$ cat src/rtl/retire_ctrl.sv
// retire_ctrl: commit-stage sequencer between the ROB head and the
// architectural state (arch map, free list, D-cache store port).
// Decides per-cycle retirement, serialises stores through a
// req/grant/done handshake, and handles rollback drain and halt.
module retire_ctrl #(
    parameter int WIDTH        = 2,
    parameter int PRF_IDX_W    = 6,
    parameter int RF_IDX_W     = 5,
    parameter int XLEN         = 32,
    parameter int FLUSH_CYCLES = 2
) (
    input  logic                      clk,
    input  logic                      reset,
    input  logic [WIDTH-1:0]          ready_to_retire,
    input  logic                      rob_rollback,
    input  logic [WIDTH-1:0]          head_wr_mem,
    input  logic [WIDTH-1:0]          head_halt,
    input  logic [WIDTH*RF_IDX_W-1:0] head_dest,
    input  logic [WIDTH*PRF_IDX_W-1:0] head_tag,
    input  logic [WIDTH*PRF_IDX_W-1:0] head_tag_old,
    input  logic [WIDTH*XLEN-1:0]     head_mem_addr,
    input  logic [WIDTH*XLEN-1:0]     head_mem_data,
    input  logic [WIDTH*2-1:0]        head_mem_size,
    input  logic                      mem_grant,
    input  logic                      mem_done,
    output logic [WIDTH-1:0]          retire_en,
    output logic [WIDTH-1:0]          free_en,
    output logic [WIDTH*PRF_IDX_W-1:0] free_tag,
    output logic [WIDTH-1:0]          arch_wr_en,
    output logic [WIDTH*RF_IDX_W-1:0] arch_dest,
    output logic [WIDTH*PRF_IDX_W-1:0] arch_tag,
    output logic                      mem_req,
    output logic [XLEN-1:0]           mem_addr,
    output logic [XLEN-1:0]           mem_data,
    output logic [1:0]                mem_size,
    output logic                      halted,
    output logic [31:0]               retired_cnt
);

    localparam int CNT_W = $clog2(WIDTH + 1);

    typedef enum logic [2:0] {
        IDLE,
        ST_REQ,
        ST_WAIT,
        ST_COMMIT,
        FLUSH,
        HALTED
    } state_t;

    state_t           state;
    state_t           next_state;
    logic [3:0]       flush_cnt;
    logic [CNT_W-1:0] retire_count;

    logic slot0_ready;
    logic slot0_store;
    logic slot0_halt;

    assign slot0_ready = ready_to_retire[0];
    assign slot0_store = head_wr_mem[0];
    assign slot0_halt  = head_halt[0];

    // Only slot 0 can issue a store, so the other slots' memory fields are never consumed.
    logic unused_mem_fields;
    assign unused_mem_fields = ^{head_mem_addr[WIDTH*XLEN-1:XLEN],
                                 head_mem_data[WIDTH*XLEN-1:XLEN],
                                 head_mem_size[WIDTH*2-1:2]};

    // State register.
    always_ff @(posedge clk or posedge reset) begin
        if (reset) begin
            state <= IDLE;
        end else begin
            state <= next_state;
        end
    end

    // Next-state decode; rollback only matters while sitting in IDLE.
    always_comb begin
        next_state = state;
        case (state)
            IDLE: begin
                if (slot0_ready) begin
                    if (slot0_store) begin
                        next_state = ST_REQ;
                    end else if (slot0_halt) begin
                        next_state = HALTED;
                    end else if (rob_rollback) begin
                        next_state = FLUSH;
                    end
                end
            end
            ST_REQ: begin
                if (mem_grant) begin
                    next_state = mem_done ? ST_COMMIT : ST_WAIT;
                end
            end
            ST_WAIT: begin
                if (mem_done) begin
                    next_state = ST_COMMIT;
                end
            end
            ST_COMMIT: begin
                next_state = IDLE;
            end
            FLUSH: begin
                if (flush_cnt <= 4'd1) begin
                    next_state = IDLE;
                end
            end
            HALTED: begin
                next_state = HALTED;
            end
            default: begin
                next_state = IDLE;
            end
        endcase
    end

    // Output decode: per-slot retire pulses and the store request.
    always_comb begin
        logic chain;
        retire_en = '0;
        mem_req   = 1'b0;
        chain     = 1'b0;
        case (state)
            IDLE: begin
                if (slot0_ready && !slot0_store) begin
                    retire_en[0] = 1'b1;
                    chain        = !slot0_halt && !rob_rollback;
                    for (int w = 1; w < WIDTH; w++) begin
                        chain = chain && ready_to_retire[w] && !head_wr_mem[w] && !head_halt[w];
                        retire_en[w] = chain;
                    end
                end
            end
            ST_REQ: begin
                mem_req = 1'b1;
            end
            ST_COMMIT: begin
                retire_en[0] = 1'b1;
            end
            default: begin
                retire_en = '0;
            end
        endcase
    end

    // Architectural map and free-list updates for every retiring slot with a real destination.
    generate
        for (genvar w = 0; w < WIDTH; w++) begin : g_slot
            logic has_dest;
            assign has_dest = head_dest[w*RF_IDX_W +: RF_IDX_W] != '0;
            assign free_en[w]    = retire_en[w] && has_dest;
            assign arch_wr_en[w] = retire_en[w] && has_dest;
            assign free_tag[w*PRF_IDX_W +: PRF_IDX_W]  = head_tag_old[w*PRF_IDX_W +: PRF_IDX_W];
            assign arch_dest[w*RF_IDX_W +: RF_IDX_W]   = head_dest[w*RF_IDX_W +: RF_IDX_W];
            assign arch_tag[w*PRF_IDX_W +: PRF_IDX_W]  = head_tag[w*PRF_IDX_W +: PRF_IDX_W];
        end
    endgenerate

    // Post-rollback drain counter: loaded on the rollback commit, counts down while flushing.
    always_ff @(posedge clk or posedge reset) begin
        if (reset) begin
            flush_cnt <= 4'd0;
        end else if (state == IDLE && next_state == FLUSH) begin
            flush_cnt <= 4'(FLUSH_CYCLES);
        end else if (state == FLUSH && flush_cnt != 4'd0) begin
            flush_cnt <= flush_cnt - 4'd1;
        end
    end

    // Capture the slot-0 store so the D-cache sees stable fields for the whole handshake.
    always_ff @(posedge clk or posedge reset) begin
        if (reset) begin
            mem_addr <= '0;
            mem_data <= '0;
            mem_size <= 2'b00;
        end else if (state == IDLE && next_state == ST_REQ) begin
            mem_addr <= head_mem_addr[XLEN-1:0];
            mem_data <= head_mem_data[XLEN-1:0];
            mem_size <= head_mem_size[1:0];
        end
    end

    // Sticky halt flag, set when the halting instruction commits.
    always_ff @(posedge clk or posedge reset) begin
        if (reset) begin
            halted <= 1'b0;
        end else if (state == IDLE && next_state == HALTED) begin
            halted <= 1'b1;
        end
    end

    // Number of slots retiring this cycle.
    always_comb begin
        retire_count = '0;
        for (int w = 0; w < WIDTH; w++) begin
            retire_count = retire_count + CNT_W'(retire_en[w]);
        end
    end

    // Running total of retired instructions, wrapping naturally at 2^32.
    always_ff @(posedge clk or posedge reset) begin
        if (reset) begin
            retired_cnt <= 32'd0;
        end else begin
            retired_cnt <= retired_cnt + 32'(retire_count);
        end
    end

endmodule

$ cat config.mk
export PLATFORM = sky130hd
export DESIGN_NAME = retire_ctrl
export DESIGN_NICKNAME = d
export VERILOG_FILES = /design/src/rtl/retire_ctrl.sv
export SDC_FILE = /design/constraint.sdc
export NUM_CORES = 1
export LEC_CHECK = 0
export CAP_MARGIN = 25
export CORE_AREA = 2 2 122 124
export CTS_BUF_LIST = sky130_fd_sc_hd__clkbuf_16
export DETAILED_ROUTE_END_ITERATION = 16
export DIE_AREA = 0 0 124 126
export GPL_ROUTABILITY_DRIVEN = 0
export PLACE_DENSITY = 0.76
export SLEW_MARGIN = 20
export SYNTH_ARGS = -nofsm -noshare
export SYNTH_HDL_FRONTEND = slang
export SYNTH_SLANG_ARGS = --single-unit
$ cat constraint.sdc
create_clock -name clk -period 4.7 [get_ports clk]
set_input_delay 0.94 -clock clk [delete_from_list [all_inputs] [get_ports clk]]
set_output_delay 0.94 -clock clk [all_outputs]
set_load 0.1 [all_outputs]
# Word level (Yosys, flattened, before mapping)
# Cells that the tools add are included.
# classes
n_addsub,3
n_lt_le_gt_ge,1
n_eq_ne,8
muxes,15
reduce_logical,21
# ops
operator,n
adder 32 x 2 -> 32 bit,1
2-to-1 mux 3 bit,7
one-hot mux 3 bit (5 select lines),1
== test 3 bit (second input constant),4
logical AND 1 bit,11
nonzero test 5 bit,2
2-to-1 mux 4 bit,2
== test 3 x 1 -> 1 bit (second input constant),2
== test 3 x 2 -> 1 bit (second input constant),2
logical NOT 1 bit,5
less-or-equal comparator 4 x 1 -> 1 bit (second input constant),1
nonzero test 4 bit,1
subtractor 4 x 1 -> 4 bit (second input constant),1
logical NOT 3 bit,1
2-to-1 mux 1 bit,3
adder 1 x 1 -> 2 bit,1
2-to-1 mux 2 bit,1
one-hot mux 1 bit (2 select lines),1
nonzero test 2 bit,1
# totals
regBits,106
input_bits,177
out_inout_bits,140

# Logic depth before layout (Yosys ltp)
# depth
ltp_word,9
ltp_mapped,12

# Worst setup path after synthesis
# Ideal clock, no wire load.
# synth_path
path_type,input-to-output
startpoint,input ready_to_retire[0]
endpoint,output free_en[1]
t_arrival_ns,3.511
required_time_ns,3.760
slack_ns,0.249
cell_stages,5
cell_sequence,nor4b_4 and2b_1 nand3_1 a21oi_1 buf_4
# synth_between
elab_chain_cells,4
# synth_rtl
element,line_no,rtl
from (decl),14,"input logic [WIDTH-1:0] ready_to_retire,"
logical AND 1 bit,129,if (slot0_ready && !slot0_store) begin
2-to-1 mux 2 bit,129,
2-to-1 mux 1 bit,127,case (state)
logical AND 1 bit,-,
to (decl),27,"output logic [WIDTH-1:0] free_en,"
# Every way passes these cells.

# Final worst setup path
# layout_path
startpoint,input ready_to_retire[0]
endpoint,register retired_cnt[24]
# layout_between
elab_chain_cells,5
word_cells_on_any_way,6
cone_classes,2 x add/sub; 3 x mux; 1 x reduce/logical
# layout_rtl
element,line_no,rtl
logical AND 1 bit (*),129,
2-to-1 mux 2 bit (*),129,
one-hot mux 1 bit (2 select lines) or 2-to-1 mux 1 bit (tied branches),127,
adder 1 x 1 -> 2 bit (*),200,retire_count = retire_count + CNT_W'(retire_en[w]);
adder 32 x 2 -> 32 bit (*),209,retired_cnt <= retired_cnt + 32'(retire_count);
to (signal assigned),209,
to (decl),37,output logic [31:0] retired_cnt
# Every way passes the cells marked *; elsewhere a longest branch is shown, timed or not.
# A chain may end at the register's enable or synchronous reset.

==> impl_results.md <==
* Post-DRT Antenna Nets at 0
* Yosys warning count at 0
* HPWL Detailed at approximately 8400 µm
* Fin crit share at about four fifths
* CP startpoint: ready_to_retire[0]
* Avg Synthesized Cell Area at between 10 and 15 µm²
* WP data required at around 4.9 ns
* Layout cells sized above 1 at between 20% and 30%
* Cell row count at 44
* Final hold viol count at 0
* Slowest-stage cell, CP: nor4_4
* Vias per cell at between 4 and 5
* Post-CTS setup buffers at 0
* Final net count at about 710
* Top post-synthesis cells by count: 106 x dfrtp_1, 40 x mux2_4, 37 x buf_4
* First-pass DRT Iterations at 5
* CP max stage delay at about 0.61 ns
* WHS Path Cells at 1
* Final wirelength at between 10000 and 15000 µm
* Post-Syn Area at between 4000 and 5000 µm²
* Worst Skew at ~0.0080 ns
* Worst reg2reg path depth at 10
* Critical path data arrival time at roughly 4 ns
* Root buffer cell: clkbuf_16
* Die Span Y at approximately 130 µm
* Multi-input gate area at around 1800 µm²
* Crit. End Element: register
* FFs w/ async S/R, synth at between 90% and 100%
* Hold path start: halted
* Largest net degree at the start of global routing at approximately 80
* Worst path top cell family by delay: simple AND/OR/NAND/NOR gates
* ANT cells at 0
* Io pins at roughly 320
* CP max FO at 9
* GR Util met3 at 4.12%
* 1st-iter DRT viols at approximately 130
* Port buffer count at between 200 and 250
* Sink Count at roughly 110
* Ys flop type: dfrtp_1
* Clock buffer count from CTS at 9
* Register Area at around 2700 µm²
* Worst-Skew Late Latency at ~0.34 ns
* CTS H-Tree Depth at 3
* Vias in the first global route at about 3600
* GR peak layer: met2
* CP Launch Type: input port
* Count leader, synth: dfrtp_1
* Worst Hold End: halted
* Seq/Total Area, Yosys at approximately 55%
* Fin. max-slew vios at 0
* CP bufs+invs at 3
* Fin Setup TNS at 0 ns
* CTS tree: built
* Worst-path clk slew at 0.07 ns
* Fillers at around 1200
* Number of synthesized flops with an enable pin at 0
* Initial cell density of the core at roughly 34%
* Syn nets at 538
* Die area at around 16000 µm²
* RSZ-0062 raised after global routing: false
* Worst r2r src: state[1]
* Share of the synthesized area in the top cell type at 54.6%
* Worst reg-to-reg setup slack at 1.28 ns
* Hold buffer count at CTS at 0
* Cell mode on critical path: inv_1
* Area grow syn2layout at 44.9%
* Die Wd at about 120 µm
* DRC Markers at 0
* GRT Overall Usage at about 15%
* Met2 Use GR at between 20% and 30%
* First-pass GRT wire length at around 18000 µm
* Post-cts resize count at 0
* Max Cap Viol at 0
* Grt ovf at 0
* Grt met1 use at between 15 and 20%
* Final setup viols at 0
* Yosys reg bits at ~110
* Core ar. at around 14000 µm²
* Netlist cell types at 37
* Vias post-DR at between 3000 and 4000
* Cell taking the most area after synthesis: dfrtp_1
* Worst Path Class, Setup: in2reg
* Average wire per standard cell at 15.9 µm
* Initial antenna violation count at 0
* Worst r2r dst: retired_cnt[24]
* Syn Inst Count at between 300 and 400
* Min Tclk post-route at between 3 and 4 ns
* Synth area leaders: dfrtp_1 55%, mux2_4 12%, mux2_2 6.3%, buf_4 5.7%, xnor2_1 4.9%
* Worst Tran Pin Value at roughly 1 ns
* Longest Clk Path Bufs at 2
* Critical-path cell list: clkdlybuf4s50_1 -> nor4b_4 -> and2b_1 -> nand3_1 -> fa_1 -> inv_1 -> ha_1 -> inv_1 -> nor4_4 -> nand4_1 -> xnor2_1
* Hold crit path type: reg2reg
* Status: complete, no violations
* Worst slew margin at approximately 33%
* F_max at between 200 and 300 MHz
==> flip-flops by register name, indices dropped and copies added, names as in the netlist <==
signal and flops:
state 3, mem_size 2, mem_addr 32, flush_cnt 4
mem_data 32, retired_cnt 32, halted 1
==> placed cells by master, fill, tap and decap left out, drive strengths merged, types with 2 or more instances in the layout <==
cell / instances
a21oi: 4
dfrtp: 106
o21ai: 2
buf: 20
clkinv: 3
ha: 4
nand2: 12
inv: 12
nand4: 16
clkdlybuf4s50: 186
clkinvlp: 2
clkbuf: 9
mux2: 67
and4: 2
and3: 5
xor2: 6
nor4: 5
nor3: 4
nor2: 12
xnor2: 27
nand3: 12
==> per-stage QoR <==
stage	cells	instance area [µm²]	setup slack, ns	hold WS (ns)	util [%]
6_report	714	7040	0.849	0.469	49.2
5_1_grt	714	7040	0.597	0.512	49.2
4_1_cts	713	7020	0.812	0.472	49.0
3_5_place_dp	697	6740	0.459	0.445	47.1
3_3_place_gp	697	6740	0.545	0.439	47.1
2_1_floorplan	356	4860	0.249	0.483	-
==> worst max path at each step <==
stage | slack (ns) | to | cells after the start
5_1_grt | 0.60 | retired_cnt[16] | 11
6_report | 0.85 | retired_cnt[24] | 11
3_3_place_gp | 0.55 | retired_cnt[24] | 11
4_1_cts | 0.81 | retired_cnt[24] | 11
2_1_floorplan | 0.25 | free_en[1] | 5
3_5_place_dp | 0.46 | retired_cnt[24] | 11
==> final cells by class <==
class	instances	share of cell area, %
Clock buffer	9	3.20
Clock inverter	7	0.746
Inverter	10	0.569
Timing Repair Buffer	206	28.8
Tap cell	184	3.27
Multi-Input combinational cell	192	25.8
Sequential cell	106	37.7
==> metal layers <==
layer	vias up	part of all wire, %
met2	165	49
met3	24	8.5
met1	1599	40
li1	1531	-
met4	0	2.4
met5	-	0
==> cell families after synthesis <==
kind of cell | after synthesis | share of synthesized area, %
DFF | 106 | 54.6
muxes | 67 | 18.6
AOI/OAI and AO/OA | 12 | 1.52
and+or+nand+nor | 75 | 9.68
buffers and inverters | 58 | 8.19
adders and majority gates | 5 | 1.44
xor gates and xnor gates | 33 | 5.95
Power is left out: the tool's default activity adds up to more than one toggle a clock period on the data nets, which glitch-free logic cannot reach.
